<file path="config.mk">
export PLATFORM = sky130hd
export DESIGN_NAME = muldiv_unit
export DESIGN_NICKNAME = d
export VERILOG_FILES = /design/src/rtl/muldiv_unit.sv
export SDC_FILE = /design/constraint.sdc
export NUM_CORES = 1
export LEC_CHECK = 0
export ABC_AREA = 1
export BUFFER_PORTS_ARGS = -buffer_cell sky130_fd_sc_hd__clkbuf_2
export CORE_MARGIN = 4
export CORE_UTILIZATION = 27
export CTS_BUF_LIST = sky130_fd_sc_hd__clkbuf_2
export CTS_CLUSTER_SIZE = 25
export DETAILED_ROUTE_END_ITERATION = 12
export PLACE_DENSITY = 0.53
export SLEW_MARGIN = 20
export SYNTH_ARGS = -nofsm -noshare
export SYNTH_HDL_FRONTEND = slang
export SYNTH_SLANG_ARGS = --single-unit
</file>
<file path="constraint.sdc">
create_clock -name clk -period 24.4 [get_ports clk]
set_clock_uncertainty 0.1 [all_clocks]
set_input_delay 1.22 -clock clk [delete_from_list [all_inputs] [get_ports clk]]
set_output_delay 1.22 -clock clk [all_outputs]
set_load 0.03 [all_outputs]
</file>
<file path="src/rtl/muldiv_unit.sv">
// Sequential RV32M/RV64M multiply/divide unit: shift-add multiply, restoring divide,
// sign fix-up and divide-by-zero/overflow fast paths, with flush and stall support.
module muldiv_unit #(
  parameter int XLEN = 32
) (
  input  logic            clk,
  input  logic            rst,
  input  logic            start_i,
  input  logic [2:0]      funct3_i,
  input  logic [XLEN-1:0] op1_i,
  input  logic [XLEN-1:0] op2_i,
  input  logic [4:0]      rd_addr_i,
  input  logic            flush_i,
  output logic            stall_o,
  output logic            busy_o,
  output logic            done_o,
  output logic [XLEN-1:0] result_o,
  output logic [4:0]      rd_addr_o,
  output logic [1:0]      dbg_state_o
);

  // Handshake: a request is taken on any edge where state is IDLE, start_i=1 and
  // flush_i=0; stall_o holds the pipeline until the one-cycle done_o strobe, during
  // which result_o/rd_addr_o are valid and the pipeline advances.

  localparam int PW = 2 * XLEN;
  localparam int AW = PW + 1;
  localparam int CW = $clog2(XLEN);

  typedef enum logic [1:0] {IDLE = 2'd0, PREP = 2'd1, CALC = 2'd2, DONE = 2'd3} state_t;
  state_t state, state_nxt;

  logic [2:0]      f3_q;
  logic [XLEN-1:0] op1_q, op2_q;
  logic [4:0]      rd_q;
  logic [PW-1:0]   a_q;
  logic [XLEN-1:0] b_q;
  logic [AW-1:0]   acc;
  logic [CW-1:0]   cnt;
  logic            neg_q, rneg_q, fast_q;

  // Operand decode, evaluated in PREP from the latched request.
  logic            is_div, s1, s2, neg1, neg2, div_zero, div_ovf;
  logic [XLEN-1:0] mag1, mag2, fixed_res;

  assign is_div    = f3_q[2];
  assign s1        = is_div ? ~f3_q[0] : (f3_q != 3'b011);
  assign s2        = is_div ? ~f3_q[0] : ~f3_q[1];
  assign neg1      = s1 & op1_q[XLEN-1];
  assign neg2      = s2 & op2_q[XLEN-1];
  assign mag1      = neg1 ? (~op1_q + XLEN'(1)) : op1_q;
  assign mag2      = neg2 ? (~op2_q + XLEN'(1)) : op2_q;
  assign div_zero  = is_div & (op2_q == '0);
  assign div_ovf   = is_div & ~f3_q[0] & (op1_q == {1'b1, {(XLEN-1){1'b0}}}) & (op2_q == '1);
  assign fixed_res = div_zero ? (f3_q[1] ? op1_q : '1) : (f3_q[1] ? '0 : op1_q);

  // One iteration: multiply adds the shifted multiplicand, divide does a trial subtract
  // of the divisor from the remainder with the next dividend bit shifted in.
  logic [XLEN:0]   rem_sh;
  logic [XLEN+1:0] trial;
  logic [AW-1:0]   mul_acc, div_acc, step_acc;

  assign rem_sh   = {acc[PW-1:XLEN], a_q[XLEN-1]};
  assign trial    = {1'b0, rem_sh} - {2'b00, b_q};
  assign mul_acc  = acc + (b_q[0] ? {1'b0, a_q} : '0);
  assign div_acc  = trial[XLEN+1] ? {rem_sh, acc[XLEN-2:0], 1'b0}
                                  : {trial[XLEN:0], acc[XLEN-2:0], 1'b1};
  assign step_acc = is_div ? div_acc : mul_acc;

  logic [PW-1:0]   prod_mag, prod;
  logic [XLEN-1:0] quot, rem, q_fix, r_fix, calc_res, final_res;

  assign prod_mag  = step_acc[PW-1:0];
  assign prod      = neg_q ? (~prod_mag + PW'(1)) : prod_mag;
  assign quot      = step_acc[XLEN-1:0];
  assign rem       = step_acc[PW-1:XLEN];
  assign q_fix     = neg_q ? (~quot + XLEN'(1)) : quot;
  assign r_fix     = rneg_q ? (~rem + XLEN'(1)) : rem;
  assign calc_res  = is_div ? (f3_q[1] ? r_fix : q_fix)
                            : ((f3_q[1:0] == 2'b00) ? prod[XLEN-1:0] : prod[PW-1:XLEN]);
  // Fast-path results are parked in the accumulator low bits during PREP.
  assign final_res = fast_q ? acc[XLEN-1:0] : calc_res;

  always_comb begin
    state_nxt = state;
    stall_o   = 1'b0;
    case (state)
      IDLE: begin
        if (start_i && !flush_i) begin
          state_nxt = PREP;
          stall_o   = 1'b1;
        end
      end
      PREP: begin
        stall_o   = 1'b1;
        state_nxt = CALC;
      end
      CALC: begin
        stall_o = 1'b1;
        if (fast_q || (cnt == CW'(XLEN - 1))) state_nxt = DONE;
      end
      DONE:    state_nxt = IDLE;
      default: state_nxt = IDLE;
    endcase
    if (flush_i) state_nxt = IDLE;
  end

  always_ff @(posedge clk or posedge rst) begin
    if (rst) begin
      state     <= IDLE;
      f3_q      <= '0;
      op1_q     <= '0;
      op2_q     <= '0;
      rd_q      <= '0;
      a_q       <= '0;
      b_q       <= '0;
      acc       <= '0;
      cnt       <= '0;
      neg_q     <= 1'b0;
      rneg_q    <= 1'b0;
      fast_q    <= 1'b0;
      result_o  <= '0;
      rd_addr_o <= '0;
    end else begin
      state <= state_nxt;
      case (state)
        IDLE: begin
          if (start_i && !flush_i) begin
            f3_q  <= funct3_i;
            op1_q <= op1_i;
            op2_q <= op2_i;
            rd_q  <= rd_addr_i;
          end
        end
        PREP: begin
          a_q    <= {{XLEN{1'b0}}, mag1};
          b_q    <= mag2;
          cnt    <= '0;
          neg_q  <= neg1 ^ neg2;
          rneg_q <= neg1;
          fast_q <= div_zero | div_ovf;
          acc    <= (div_zero | div_ovf) ? {{(XLEN+1){1'b0}}, fixed_res} : '0;
        end
        CALC: begin
          acc <= step_acc;
          cnt <= cnt + CW'(1);
          a_q <= a_q << 1;
          if (!is_div) b_q <= b_q >> 1;
          if (state_nxt == DONE) begin
            result_o  <= final_res;
            rd_addr_o <= rd_q;
          end
        end
        default: ;
      endcase
    end
  end

  assign busy_o      = (state != IDLE);
  assign done_o      = (state == DONE);
  assign dbg_state_o = state;

endmodule

</file>
After elaboration in Yosys (flattened, before gate mapping)
Cells that the tools add are included.

Register bits: 280. Input port bits: 76. Output and inout bits: 42.

Add/sub/neg operators: 8. Multiplexer cells: 29. Bitwise logic cells: 15. Reductions and logical operators: 12. Eq/ne operators: 9.

Operators by type and width (number): $mux 32 (13); $mux 65 (2); $pmux 65 s2 (1); $add 32x1->32 const B (4); $mux 64 (2); $not 32->32 (4); $pmux 64 s2 (1); $add 65x64->65 (1); $add 64x1->64 const B (1); $eq 32x32->1 const B (2); $not 64->64 (1); $pmux 32 s2 (1); $sub 33x32->34 (1); $logic_not 32->1 (1); $pmux 5 s2 (1); $pmux 2 s4 (1); $and 1x1->1 (6); $eq 2x2->1 const B (3); $mux 2 (3); $reduce_and 2->1 (3); $add 5x1->5 const B (1); $eq 5x5->1 const B (1); $logic_not 2->1 (2); $reduce_bool 2->1 (2); 12 further kinds (15).

Logic depth before layout (Yosys ltp)
Depth after elaboration: 9. Mapped depth: 34. Gate-level depth less buffers: 34.

Worst setup path before layout
Ideal clock, no wire load.

Path type: reg2reg. Start point: reg b_q[0]. End point: reg result_o[16]. Period minus slack after synthesis: 3.972 ns. Path slack: 20.428 ns. Required time: 24.183 ns. Buffers on the path: 2. Stages on the path, launching flop included: 33. Setup time: 0.117 ns. Arrival time: 3.755 ns. Path through: dfrtp_1 -> clkbuf_1 -> clkbuf_1 -> nand2_1 -> inv_1 -> ha_1 -> inv_1 -> fa_1 -> inv_1 -> nand3_1 -> nand2_1 -> nand2_1 -> nand2_1 -> nand2_1 -> nand2_1 -> nand2_1 -> nand3_1 -> nand3_1 -> nand3_2 -> ha_1 -> inv_1 -> nor2_2 -> inv_1 -> nor2_1 -> nand3_1 -> nand2_2 -> nand2_1 -> nand2_1 -> nand2_1 -> o21ai_1 -> nand2_1 -> nand2_1 -> nand2_1.

Longest elaborated chain between the ends: 9. Elaborated cells between the ends (all ways): 18. Those cells by class: add/sub (5); mux (10); bitwise (3).

RTL lines: start, declared (line 37) `logic [XLEN-1:0] b_q;`; start signal, assigned (line 137) `b_q <= mag2;`; start signal, assigned (line 148) `if (!is_div) b_q <= b_q >> 1;`; $mux 64 / $sub 33x32->34 (equally long branches) (line 65, 64); $add 65x64->65 / $mux 65 (equally long branches) (line 65, 66); $mux 65 (*) (line 68) `assign step_acc = is_div ? div_acc : mul_acc;`; $not 64->64 (tied with other cells) (line 74) `assign prod = neg_q ? (~prod_mag + PW'(1)) : prod_mag;`; $add 64x1->64 (tied with other cells) (line 74); $mux 64 (tied with other cells) (line 74); $mux 32 (on tied branches) (line 80, 79); $mux 32 (*) (line 79) `assign calc_res = is_div ? (f3_q[1] ? r_fix : q_fix)`; $mux 32 (*) (line 82) `assign final_res = fast_q ? acc[XLEN-1:0] : calc_res;`; end signal, assigned (line 150) `result_o <= final_res;`; end, declared (line 17) `output logic [XLEN-1:0] result_o,`.

Mark *: on every way between the ends. The rest lies on a longest branch, timed or not. A chain may end at the register's enable or synchronous reset.

Final worst setup path
Start point: reg acc[50]. End point: reg result_o[12].

Longest elaborated chain between the ends: 9. Elaborated cells between the ends (all ways): 16. Those cells by class: add/sub (4); mux (9); bitwise (3).

RTL lines: start, declared (line 38) `logic [AW-1:0] acc;`; start signal, assigned (line 142) `acc <= (div_zero | div_ovf) ? {{(XLEN+1){1'b0}}, fixed_res} : '0;`; start signal, assigned (line 145) `acc <= step_acc;`; $sub 33x32->34 (*) (line 64) `assign trial = {1'b0, rem_sh} - {2'b00, b_q};`; $mux 65 (*) (line 66) `assign div_acc = trial[XLEN+1] ? {rem_sh, acc[XLEN-2:0], 1'b0}`; $mux 65 (*) (line 68); $not 64->64 (tied with other cells) (line 74); $add 64x1->64 (tied with other cells) (line 74); $mux 64 (tied with other cells) (line 74); $mux 32 (on tied branches) (line 80, 79); $mux 32 (*) (line 79); $mux 32 (*) (line 82).

Marked as above.

==> flow_metrics.tcl <==
set metrics [dict create \
    grt_pass1_wl_microns 184900 \
    fp.dieArea_sq_um 105800 \
    grt_pass1_vias 28830 \
    setup_viol 0 \
    netlist_top_cells_count "1571 x nand2_1, 746 x inv_1, 411 x nor2_1" \
    arrival_ns 6.56 \
    peakVddDrop_mv 0.1220 \
    postSynth.asyncResetShare 1.000 \
    synthAdderAreaFrac 0.05074 \
    cts_hold_buf 0 \
    die_width_microns 325.3 \
    swShare 0.6380 \
    r2r_setup_slack_ns 18.69 \
    ioPinCount 118 \
    cts_buffers 80 \
    finalPower_uw 4743 \
    fmax_mhz 175.0 \
    post_drt_wl_per_cell_microns 20.85 \
    required_ns 25.24 \
    synth_edf_count 0 \
    synth_top_family_by_area "simple AND/OR/NAND/NOR gates" \
    syn_nets 4800 \
    synth_top_cell_area_share 0.2569 \
    insertion_delay_ns 1.13 \
    cts_max_level 3 \
    post_cts_buffers 0 \
    post-dp-hpwl_microns 100100 \
    firstDrtPassIters 6 \
    crit_type "reg -> reg" \
    rows 116 \
    fin_cells 6047 \
    comb_power_share 0.732 \
    pwr-share-seq 0.191 \
    dpl_cell_area_sq_um 29030 \
    drc 0 \
    timing.rr.start "acc[50]$_DFFE_PP0P_" \
    design_area_sq_um 29730 \
    synthMuxAreaShare 0.006216 \
    p_leak_uw 0.01647 \
    drv_cap 0 \
    grt_max_degree 100 \
    yosysMostFrequentCell "nand2_1" \
    power-per-cell-area_nw_per_um2 159.5 \
    antenna_found_initial 3 \
    syn_area_sq_um 27170 \
    start_util 0.2717 \
    netlist_top_cells_area "dfrtp_1 26%, nand2_1 22%, inv_1 10%" \
    synth_area_leader_cell "dfrtp_1" \
    port-buffer-count 117 \
    drt-total-wl_microns 126100 \
    slowest_stage "dfrtp_1" \
    rsz0062_at_grt "false" \
    clk_pin_slew_ns 0.12 \
    synthFlopType "dfrtp_1" \
    p_int_uw 1717 \
    power_switching_uw 3026 \
    clock-sinks 279 \
    place_inst 5908 \
    grt_overflow 0 \
    synth.distinct_cells 54 \
    slew_violations 0 \
    syn_avg_cell_area_sq_um 5.888 \
    min_period_over_period 0.2342 \
    dr.first_iter.drc_count 3321 \
    coreArea_sq_um 100000 \
    cts_resized 0 \
    viasPerCell 5.073 \
    drtAntennaViolNets 0 \
    synth_compound_area_frac 0.1407 \
    synth_xor_area_frac 0.02868 \
    cts_tree "yes" \
    yosys_warnings 0 \
    clkPwrFrac 0.076 \
    nets 4877 \
    areaGrowthSynthToFinish_pct 9.420 \
    vias 30670 \
    end_kind "flop" \
    tightest_slew_ns 1.027 \
    fin_util 0.2973 \
    tns_ns 0 \
    min_period_ns 5.715 \
    yosys.area_share.simple 0.3880 \
    cp_max_fo 17 \
    outcome "completed" \
    clock_path_buffers 3 \
    hold_path.class "in -> async" \
    yosysSeqAreaShare 0.2569 \
    r2r_cells 30 \
    crit_top_cell "nand2_1" \
    finalHoldViolations 0 \
    postSynthCellCount 4615 \
    grt_util_all_layers 0.2300 \
    worstSetupStartpointType "flop" \
    gp_congestion 1.027 \
    startpoint "acc[50]$_DFFE_PP0P_" \
    max_stage_delay_ns 0.54 \
    drive_gt1_frac 0.08049 \
    ys_seq_elements 279 \
    relSlewSlack 0.3149 \
    die_h_microns 325.3 \
    root_buffer "clkbuf_2" \
]
==> through the flow <==
stage	hold slack (ns)	setup slack [ns]
2_1_floorplan	0.3364	15.39
3_3_place_gp	0.3463	18.79
3_5_place_dp	0.3564	18.83
4_1_cts	0.04376	18.79
5_1_grt	0.1312	18.35
6_report	0.09424	18.69
==> cells by family after synthesis <==
family / count (synthesis)
AO/OA/AOI/OAI: 669
XOR/XNOR: 89
adder cells (fa/ha/maj): 109
buffers and inverters: 914
flip-flops: 279
multiplexers: 15
AND/OR/NAND/NOR: 2540
==> flip-flops by register name, indices dropped and copies added, names as in the netlist, 32 cells and up <==
register,cells
a_q,64
acc,64
b_q,32
op1_q,32
op2_q,32
result_o,32
==> worst paths after layout <==
kind | to
min | op1_q[1]$_DFFE_PP0P_
max | result_o[12]$_DFFE_PP0P_
max reg2reg | result_o[12]$_DFFE_PP0P_
min reg2reg | rd_addr_o[4]$_DFFE_PP0P_
max in group asynchronous | acc[39]$_DFFE_PP0P_
min in group clk | dbg_state_o[1]$_DFF_PP0_
==> cell usage in the layout, fill, tap and decap left out, drive strengths merged, types with 15 or more instances in the layout <==
cell type and instances:
ha 107, o22ai 50, clkbuf 228, nor3 49, a22oi 16, nand3 384
xor2 70, inv 759, buf 34, nand2 1593, xnor2 19, nor2 430
nand4 42, dfrtp 279, a21oi 245, o221ai 57, mux2 15, clkinv 23
o21ai 258
==> power groups by stage <==
stage | sequential, uW | combinational, uW | clock, uW
floorplan | 794 | 2300 | 0
global placement | 905 | 3390 | 0
detailed placement | 903 | 3390 | 0
CTS | 894 | 3400 | 374
global route | 920 | 3790 | 396
finish | 908 | 3470 | 362
==> critical path: cells and delay by family, from the launching register on <==
family / cells / cell delay (ns)
DFF: 1 / 0.54
adders and majority gates: 2 / 0.68
buffers and inverters: 3 / 0.16
and+or+nand+nor: 21 / 2.97
AOI/OAI and AO/OA: 4 / 1.09
==> layout make-up <==
cell class,instances,area [sq um]
Multi-Input combinational cell,3422,16720
Clock buffer,111,555.5
Antenna cell,3,7.507
Clock inverter,25,137.6
Sequential cell,279,6992
Tap cell,1298,1624
Timing Repair Buffer,151,840.8
Fill cell,11410,70270
Inverter,758,2855
==> layer usage <==
layer | wire, microns | up-vias | GRT usage
li1 | - | 14840 | -
met1 | 55820 | 14300 | 0.3142
met2 | 54710 | 1276 | 0.3574
met3 | 10160 | 255 | 0.04406
met4 | 5380 | 4 | 0.09099
met5 | 21 | - | 0
No activity file was read; power rests on OpenSTA's default activity.
